[src/rtl/chess_pkg.sv]
// Shared board geometry, direction codes, piece encoding and scanner states
// for the move-generator ray logic.
package chess_pkg;

  localparam logic [2:0] DIR_UP         = 3'd0;
  localparam logic [2:0] DIR_LEFT       = 3'd1;
  localparam logic [2:0] DIR_RIGHT      = 3'd2;
  localparam logic [2:0] DIR_DOWN       = 3'd3;
  localparam logic [2:0] DIR_UP_LEFT    = 3'd4;
  localparam logic [2:0] DIR_UP_RIGHT   = 3'd5;
  localparam logic [2:0] DIR_DOWN_LEFT  = 3'd6;
  localparam logic [2:0] DIR_DOWN_RIGHT = 3'd7;

  localparam logic [2:0] PT_NONE   = 3'd0;
  localparam logic [2:0] PT_PAWN   = 3'd1;
  localparam logic [2:0] PT_KNIGHT = 3'd2;
  localparam logic [2:0] PT_BISHOP = 3'd3;
  localparam logic [2:0] PT_ROOK   = 3'd4;
  localparam logic [2:0] PT_QUEEN  = 3'd5;
  localparam logic [2:0] PT_KING   = 3'd6;

  localparam int         COLOUR_BIT  = 3;
  localparam logic [3:0] PIECE_EMPTY = 4'h0;

  typedef enum logic [1:0] {
    ST_IDLE,
    ST_SCAN,
    ST_DONE
  } scan_state_t;

  function automatic int pos_width(input int dim);
    return $clog2(dim * dim);
  endfunction

endpackage

[src/rtl/ray_step.sv]
// One step of a ray walk: neighbouring square in the given direction and
// whether that step leaves the board (row/column arithmetic, no index wrap).
module ray_step
  import chess_pkg::*;
#(
  parameter  int BOARD_DIM = 8,
  localparam int POS_W     = pos_width(BOARD_DIM)
) (
  input  logic [POS_W-1:0] pos,
  input  logic [2:0]       direction,
  output logic [POS_W-1:0] next_pos,
  output logic             off_board
);

  int row, col, dr, dc, nr, nc;

  always_comb begin
    row = int'(pos) % BOARD_DIM;
    col = int'(pos) / BOARD_DIM;
    dr  = 0;
    dc  = 0;
    case (direction)
      DIR_UP:         begin dr = -1; dc =  0; end
      DIR_LEFT:       begin dr =  0; dc = -1; end
      DIR_RIGHT:      begin dr =  0; dc =  1; end
      DIR_DOWN:       begin dr =  1; dc =  0; end
      DIR_UP_LEFT:    begin dr = -1; dc = -1; end
      DIR_UP_RIGHT:   begin dr = -1; dc =  1; end
      DIR_DOWN_LEFT:  begin dr =  1; dc = -1; end
      default:        begin dr =  1; dc =  1; end
    endcase
    nr = row + dr;
    nc = col + dc;
    off_board = (nr < 0) || (nr >= BOARD_DIM) || (nc < 0) || (nc >= BOARD_DIM);
    next_pos  = off_board ? pos : POS_W'(nc * BOARD_DIM + nr);
  end

endmodule

[src/rtl/ray_scanner.sv]
// Multi-cycle ray scanner: snapshots the board on start and walks one square
// per cycle until a piece, the board edge or the range limit is reached.
module ray_scanner
  import chess_pkg::*;
#(
  parameter  int BOARD_DIM = 8,
  parameter  int PIECE_W   = 4,
  parameter  int RANGE_W   = 3,
  localparam int POS_W     = pos_width(BOARD_DIM),
  localparam int NSQ       = BOARD_DIM * BOARD_DIM
) (
  input  logic                   clk,
  input  logic                   rst_n,
  input  logic                   start,
  output logic                   ready,
  input  logic                   abort,
  input  logic [NSQ*PIECE_W-1:0] big_board,
  input  logic [POS_W-1:0]       current_pos,
  input  logic [2:0]             direction,
  input  logic [RANGE_W-1:0]     max_range,
  output logic                   done,
  output logic                   found,
  output logic [POS_W-1:0]       hit_pos,
  output logic [PIECE_W-1:0]     hit_piece,
  output logic [RANGE_W:0]       empty_steps,
  output logic [NSQ-1:0]         ray_mask
);

  scan_state_t state, state_n;

  logic [NSQ*PIECE_W-1:0] board_q;
  logic [2:0]             dir_q;
  logic [RANGE_W-1:0]     range_q;
  logic [POS_W-1:0]       cur_q;
  logic [PIECE_W-1:0]     squares [NSQ];

  logic [POS_W-1:0]   first_pos, la_pos;
  logic               first_off, la_off;
  logic [PIECE_W-1:0] sq;
  logic               occupied, range_hit, accept;

  for (genvar k = 0; k < NSQ; k++) begin : g_unpack
    assign squares[k] = board_q[k*PIECE_W +: PIECE_W];
  end

  // First step is judged from the live inputs at acceptance; afterwards the
  // square under examination is held in cur_q and the look-ahead is taken from it.
  ray_step #(.BOARD_DIM(BOARD_DIM)) u_step_first (
    .pos       (current_pos),
    .direction (direction),
    .next_pos  (first_pos),
    .off_board (first_off)
  );

  ray_step #(.BOARD_DIM(BOARD_DIM)) u_step_ahead (
    .pos       (cur_q),
    .direction (dir_q),
    .next_pos  (la_pos),
    .off_board (la_off)
  );

  assign sq        = squares[cur_q];
  assign occupied  = (sq[PIECE_W-2:0] != '0);
  assign range_hit = ((empty_steps + (RANGE_W+1)'(1)) == {1'b0, range_q});

  always_ff @(posedge clk or negedge rst_n) begin
    if (!rst_n) state <= ST_IDLE;
    else        state <= state_n;
  end

  always_comb begin
    state_n = state;
    accept  = 1'b0;
    case (state)
      ST_IDLE: begin
        if (start && !abort) begin
          accept  = 1'b1;
          state_n = (first_off || max_range == '0) ? ST_DONE : ST_SCAN;
        end
      end
      ST_SCAN: begin
        if (occupied || la_off || range_hit) state_n = ST_DONE;
      end
      default: state_n = ST_IDLE;
    endcase
    if (abort) state_n = ST_IDLE;
  end

  assign ready = (state == ST_IDLE);
  assign done  = (state == ST_DONE) && !abort;

  always_ff @(posedge clk or negedge rst_n) begin
    if (!rst_n) begin
      board_q     <= '0;
      dir_q       <= '0;
      range_q     <= '0;
      cur_q       <= '0;
      found       <= 1'b0;
      hit_pos     <= '0;
      hit_piece   <= '0;
      empty_steps <= '0;
      ray_mask    <= '0;
    end else if (accept) begin
      board_q     <= big_board;
      dir_q       <= direction;
      range_q     <= max_range;
      cur_q       <= first_pos;
      found       <= 1'b0;
      hit_pos     <= current_pos;
      hit_piece   <= '0;
      empty_steps <= '0;
      ray_mask    <= '0;
    end else if (state == ST_SCAN && !abort) begin
      ray_mask <= ray_mask | (NSQ'(1) << cur_q);
      hit_pos  <= cur_q;
      cur_q    <= la_pos;
      if (occupied) begin
        found     <= 1'b1;
        hit_piece <= sq;
      end else begin
        empty_steps <= empty_steps + (RANGE_W+1)'(1);
      end
    end
  end

endmodule
[config.mk]
export PLATFORM = sky130hd
export DESIGN_NAME = ray_scanner
export DESIGN_NICKNAME = d
export VERILOG_FILES = /design/src/rtl/chess_pkg.sv /design/src/rtl/ray_step.sv /design/src/rtl/ray_scanner.sv
export SDC_FILE = /design/constraint.sdc
export NUM_CORES = 1
export LEC_CHECK = 0
export CAP_MARGIN = 20
export CORE_MARGIN = 8
export CORE_UTILIZATION = 30
export CTS_CLUSTER_DIAMETER = 80
export DETAILED_ROUTE_END_ITERATION = 6
export MAX_ROUTING_LAYER = met4
export PLACE_DENSITY = 0.64
export RECOVER_POWER = 100
export SYNTH_ARGS = -nofsm -noshare
export SYNTH_HDL_FRONTEND = slang
export SYNTH_SLANG_ARGS = --single-unit
[constraint.sdc]
create_clock -name clk -period 3.9 [get_ports clk]
set_input_delay 0.39 -clock clk [delete_from_list [all_inputs] [get_ports clk]]
set_output_delay 0.39 -clock clk [all_outputs]
set_load 0.01 [all_outputs]
==> results of run 1 <==
[layer usage]
| metal | GRT usage, % | wire length, um |
|---|---|---|
| met1 | 23.50 | 25210 |
| met2 | 28.76 | 27310 |
| met3 | 2.740 | 2703 |
| met4 | 4.372 | 1035 |
| met5 | - | 0 |
[placed cells by master (no fill, tap or decap), types with 9 or more instances in the layout]
master | Yosys | final
clkdlybuf4s50_1 | 0 | 270
nand2_1 | 828 | 828
nor3_1 | 9 | 9
dfrtp_1 | 349 | 346
inv_1 | 17 | 17
a22oi_1 | 9 | 9
clkbuf_16 | 0 | 42
a21oi_1 | 84 | 84
o22ai_1 | 10 | 10
o21ai_0 | 13 | 13
ha_1 | 57 | 57
buf_4 | 6 | 31
clkbuf_8 | 0 | 9
nor2_1 | 96 | 96
nand2b_1 | 9 | 9
clkbuf_2 | 0 | 10
dlygate4sd3_1 | 0 | 82
mux2i_1 | 34 | 34
a31oi_1 | 10 | 11
mux4_2 | 54 | 54
xor2_1 | 10 | 10
nand3_1 | 18 | 18
[layout make-up]
cell class / instances / area, um2 / share of cell area, %
flip-flops and latches: 349 / 8742 / 38.40
multi-input cells: 1337 / 7553 / 33.18
well taps: 756 / 945.9 / 4.155
clock inverters: 19 / 321.6 / 1.412
diodes: 2 / 5.005 / 0.02198
clock buffers: 55 / 1190 / 5.227
repair buffers: 404 / 3929 / 17.26
inverters: 21 / 78.83 / 0.3462
[where the power goes]
group          leakage [nW]  internal, mW  switching [mW]  total (mW)
Combinational          5.94          1.75            2.24        3.98
Clock                 0.741          2.68            1.57        4.25
Sequential             4.44          4.08           0.380        4.46
[state kept, by name, summed over array words and instances, names as in the netlist]
register and cells:
ray_mask 64, state 2, empty_steps 4, found 1, cur_q 6, board_q 256, dir_q 3, range_q 3
hit_pos 6, hit_piece 4
[final timing paths]
kind,startpoint,cells past startpoint,endpoint
hold reg to reg,board_q[10],2,board_q[10]
min in group asynchronous,rst_n,2,board_q[37]
max in group asynchronous,rst_n,3,ray_mask[54]
setup reg to reg,cur_q[1],9,state[1]
hold / removal,big_board[14],3,board_q[14]
setup / recovery,direction[0],16,cur_q[1]
[metrics by stage]
stage	setup slack, ns	cells	util (%)
floorplan	0.1523	1807	-
global placement	-0.01643	2864	38.16
detailed placement	-0.1324	2864	38.16
CTS	0.4497	2939	40.88
global route	0.1349	2943	40.69
finish	0.3882	2943	40.69
[worst min-delay path: stages]
cell and delay, ns:
clkdlybuf4s50_1 0.40, nand2_1 0.05, nand2_1 0.04
[kinds of logic (layout without fill, tap and decap cells)]
kind of cell | count (synthesis) | in the layout | share of synthesized area, %
AO/OA/AOI/OAI | 161 | 161 | 5.801
XOR/XNOR | 17 | 17 | 0.8850
adder cells (fa/ha/maj) | 63 | 63 | 4.953
buffers and inverters | 121 | 499 | 3.116
flip-flops | 349 | 349 | 51.91
multiplexers | 93 | 93 | 9.587
other | 0 | 2 | 0
AND/OR/NAND/NOR | 1003 | 1003 | 23.75
[timing repair]
action / 4_1_cts / 5_1_grt
gates resized for setup: 0 / 0
hold buffers: 1 / 0
endpoints found under the hold margin: 89 / 0
==> results.cfg, run 1 <==
[worst_setup_path]
cp_num_buf_inv = 4
cp_slowest_cell = clkdlybuf4s50_1
r2r_slack_ns = 0.45
crit_top_cell = inv_1
cp.arrival_ns = 3.95
cp_slowest_stage_delay_ns = 0.57
worstPathRequired_ns = 4.34
cp_top_family = simple AND/OR/NAND/NOR gates
crit_path_cell_trace = clkdlybuf4s50_1, or3b_1, o21ai_2, inv_1, fa_1, inv_1, a21oi_1, ha_1, nand2b_1, nor4_1, nand4b_1, nor4_4, buf_4, mux2i_1, a211oi_1, a21o_1
crit_path_start_kind = input port
cp-end-kind = register
path_max_fanout = 8
critical_path_class = in2reg

[logic_synthesis]
synth_area_leader_cell = dfrtp_1
ys_types = 62
ys_warn_count = 0
synth_fp_nets = 2142
yosysTopAreaCellShare_pct = 51.91
async_flop_share_pct = 100.0
synth.top_cells.by_area = dfrtp_1 (52%), nand2_1 (18%), mux4_2 (7.2%)
syn_inst = 1807
synth_edf_count = 0
synth.most_common_cell = nand2_1
synth-seq-area-share_pct = 51.91
synth-seq-cells = 349
synth_area_mm2 = 0.01682
synth.avg_cell_area_um2 = 9.310
synth_ff_type = dfrtp_1
yosys-top-cells-count = nand2_1 (828), dfrtp_1 (349), nor2_1 (96)

[clock_network]
postCtsSetupBuffers = 0
h-tree-depth = 2
cts.sinks = 349
cts_tree = yes
cts_buffer_depth = 3
cts_buffers = 40
cts-root-buf = clkbuf_16
clkLatencyLatePin_ns = 0.56
clkTransAtPathRegs_ns = 0.06

[die]
start_util_pct = 30.07
die_h_um = 252.8
die_w_um = 252.8
fp-row-count = 87
dieArea_mm2 = 0.06391
io_pins = 353
coreArea_mm2 = 0.05595

[routing]
drt-pass1-iter-count = 7
ant_nets = 0
viasPerCell = 4.722
drc = 0
num_vias = 13900
wl_per_cell_um = 19.12
dr.first_iter.drc_count = 890
wirelength_um = 56260

[sta]
tightestPinTransition_ns = 2.453
setup_tns_ns = 0
hold_slack_ns = 0.3621
setup_violations = 0
maxSlewViolCount = 207
fin_crit_sh_pct = 90.05
rsz0062_at_grt = no
slew_headroom_pct = -63.51
period_needed_ns = 3.512
fin_skew_ns = 0.02334
hold_viol = 0
fmax_mhz = 284.8

[pwr]
irDropWorstVdd_uv = 295.9
power_density_mw_per_mm2 = 557.3
power_mw = 12.69
p_leak_nw = 11.12

[placement]
post_dp_cell_area_mm2 = 0.02135
gp_congestion = 0.8361
port_buffers = 352
place_hpwl_um = 41710

[grt]
globalRouteOverflowTotal = 0
grt_pass1_wl_um = 86600
grt_max_degree = 181
grt_pass1_vias = 14570
grt_use_total_pct = 17.83
antenna_found_initial = 4

[finish]
drive_above_1_share_pct = 8.787
fillCellCount = 5495
fin_nets = 2488
fin_area_mm2 = 0.02277
syn_to_final_growth_pct = 35.32

[job]
cap_violations = 3

[run_status]
outcome = complete, but fails checks
violations = max-capacitance violations, max-slew violations

[min_path]
min-delay-path-class = in2reg
Note: power is estimated with default switching activity, not from simulation.
==> run 2, diff against run 1 <==
--- a/config.mk
+++ b/config.mk
@@ -7,11 +7,11 @@
 export LEC_CHECK = 0
 export CAP_MARGIN = 20
 export CORE_MARGIN = 8
-export CORE_UTILIZATION = 30
+export CORE_UTILIZATION = 47
 export CTS_CLUSTER_DIAMETER = 80
 export DETAILED_ROUTE_END_ITERATION = 6
 export MAX_ROUTING_LAYER = met4
-export PLACE_DENSITY = 0.64
+export PLACE_DENSITY = 0.89
 export RECOVER_POWER = 100
 export SYNTH_ARGS = -nofsm -noshare
 export SYNTH_HDL_FRONTEND = slang
==> constraint.sdc (replaced) <==
create_clock -name clk -period 2.9 [get_ports clk]
set_input_delay 0.29 -clock clk [delete_from_list [all_inputs] [get_ports clk]]
set_output_delay 0.29 -clock clk [all_outputs]
set_load 0.01 [all_outputs]
==> run 2 against run 1 <==
The flow finishes with violations (negative setup slack); non-clock buffer count grew 67; global-route usage grew 8.9 points; combinational power grew 56%; die area shrank 34%; highest routed layer unchanged.
==> results.cfg, run 2 (synthesized netlist as in run 1, its figures left out) <==
[sta]
hold_slack_ns = 0.2832
slew_headroom_pct = 2.300
setup_tns_ns = -1.927
rsz0062_at_grt = yes
period_needed_ns = 3.210
setup_violations = 8
fmax_mhz = 311.5
fin_crit_sh_pct = 110.7
hold_viol = 0
fin_ws_ns = -0.3101
tightestPinTransition_ns = 1.465
maxSlewViolCount = 0
fin_skew_ns = 0.01948

[grt]
grt_pass1_wl_um = 86380
grt_max_degree = 103
grt_pass1_vias = 15970
antenna_found_initial = 3
grt_use_total_pct = 26.75
globalRouteOverflowTotal = 0

[finish]
drive_above_1_share_pct = 13.29
fin_nets = 2553
largest_reg_flops = 256
mostFrequentLayoutCells = nand2_1 (826), clkdlybuf4s50_1 (348), dfrtp_1 (344)
syn_to_final_growth_pct = 37.10
fin_cells = 2710
fin_util_pct = 65.16
layout_commonest_cell = nand2_1
top_regs = board_q x256, ray_mask x64
top_register = board_q
fin_area_mm2 = 0.02307

[die]
dieArea_mm2 = 0.04211
coreArea_mm2 = 0.03540
start_util_pct = 47.53
die_h_um = 205.2
fp-row-count = 69
io_pins = 353
die_w_um = 205.2

[clock_network]
cts_buffer_depth = 3
h-tree-depth = 2
clkLatencyLatePin_ns = 0.53
cts_buffers = 37
cts-root-buf = clkbuf_16
cts.sinks = 349
cts_tree = yes
clkTransAtPathRegs_ns = 0.06

[worst_setup_path]
cp.arrival_ns = 3.62
ff2ff_path_depth = 13
cp_top_family = simple AND/OR/NAND/NOR gates
endpoint = state[1]
worstPathRequired_ns = 3.31
cp_slowest_cell = dfrtp_2
r2r_end = state[1]
cp-end-kind = register
r2r_slack_ns = -0.31
cp_num_buf_inv = 2
crit_path_cell_trace = or3b_4, o21ai_4, buf_4, buf_4, ha_1, nor2_4, o21ai_1, ha_1, nand2_1, nor3_2, nand4_1, or3_4, o311a_1
path_max_fanout = 3
r2r-start = dir_q[1]
worstSetupPathDepth = 13
cp_slowest_stage_delay_ns = 0.44
crit_start = dir_q[1]
critical_path_class = reg2reg
crit_path_start_kind = register

[min_path]
min-delay-path-class = in2reg

[placement]
place_hpwl_um = 39820
gp_congestion = 0.8799
dp_worst_setup_slack_ns = -0.8157
port_buffers = 352
post_dp_cell_area_mm2 = 0.02155
dp.cells = 2626

[routing]
ant_nets = 0
num_vias = 15050
wirelength_um = 55530
dr.first_iter.drc_count = 1356
drc = 0
drt-pass1-iter-count = 5
wl_per_cell_um = 20.49
viasPerCell = 5.555

[pwr]
power_density_mw_per_mm2 = 734.3
p_leak_nw = 11.16
irDropWorstVdd_uv = 460.9
power_mw = 16.94

[run_status]
violations = negative setup slack
outcome = complete, but fails checks

[job]
cap_violations = 0
[run 2: changes by cell type in the layout (fill, tap and decap cells not counted), moves of 6 or more]
cell | before | now
a21oi_1 | 84 | 76
clkbuf_2 | 10 | 3
buf_4 | 31 | 91
dlygate4sd3_1 | 82 | 1
a21oi_2 | 0 | 6
clkdlybuf4s50_1 | 270 | 348
buf_12 | 4 | 12
inv_1 | 17 | 10
inv_2 | 1 | 8
[run 2: final cells by class]
cell class                 count  area (um2)
clock inverter                11       140.1
sequential                   349        8745
antenna                        7       17.52
fill                        2671       12330
multi-input combinational   1338        7838
clock buffer                  52        1105
inverter                      21       78.83
tap                          461       576.8
timing repair buffer         471        4566
[run 2: where the power goes]
group,internal [mW],switching [mW],total (mW)
Clock,2.92,1.93,4.85
Sequential,5.49,0.412,5.90
Combinational,2.85,3.34,6.19
[run 2: how the worst min path moves through the flow]
stage | endpoint | slack [ns] | from | cells past startpoint
2_1_floorplan | board_q[0] | -0.006 | rst_n | 0
3_3_place_gp | board_q[169] | 0.39 | rst_n | 1
3_5_place_dp | board_q[169] | 0.39 | rst_n | 1
4_1_cts | board_q[44] | 0.27 | big_board[44] | 3
5_1_grt | board_q[132] | 0.28 | big_board[132] | 3
6_report | board_q[140] | 0.28 | big_board[140] | 3
[run 2: metal layers]
layer / vias up / global-route usage [%] / share of wire [%]
met1: 7372 / 33.12 / 39
met3: 188 / 4.676 / 7.4
met4: 0 / 12.59 / 4.7
li1: 6751 / - / -
met5: - / - / 0
met2: 742 / 42.55 / 49
[run 2: worst reg2reg max path, stage by stage, from the launching register on]
cell	delay, ns
dfrtp_2	0.44
or3b_4	0.40
o21ai_4	0.09
buf_4	0.13
buf_4	0.09
ha_1	0.25
nor2_4	0.16
o21ai_1	0.08
ha_1	0.27
nand2_1	0.08
nor3_2	0.12
nand4_1	0.20
or3_4	0.44
o311a_1	0.35
[run 2: what timing repair did]
| item | 4_1_cts | 5_1_grt |
|---|---|---|
| pin swaps | 8 | 11 |
| resized for setup | 28 | 20 |
| hold buffers | 1 | 0 |
| buffers inserted | 7 | 5 |
| hold endpoints to repair | 92 | 0 |
| setup endpoints to repair | 12 | 12 |
| gates cloned | 1 | 0 |
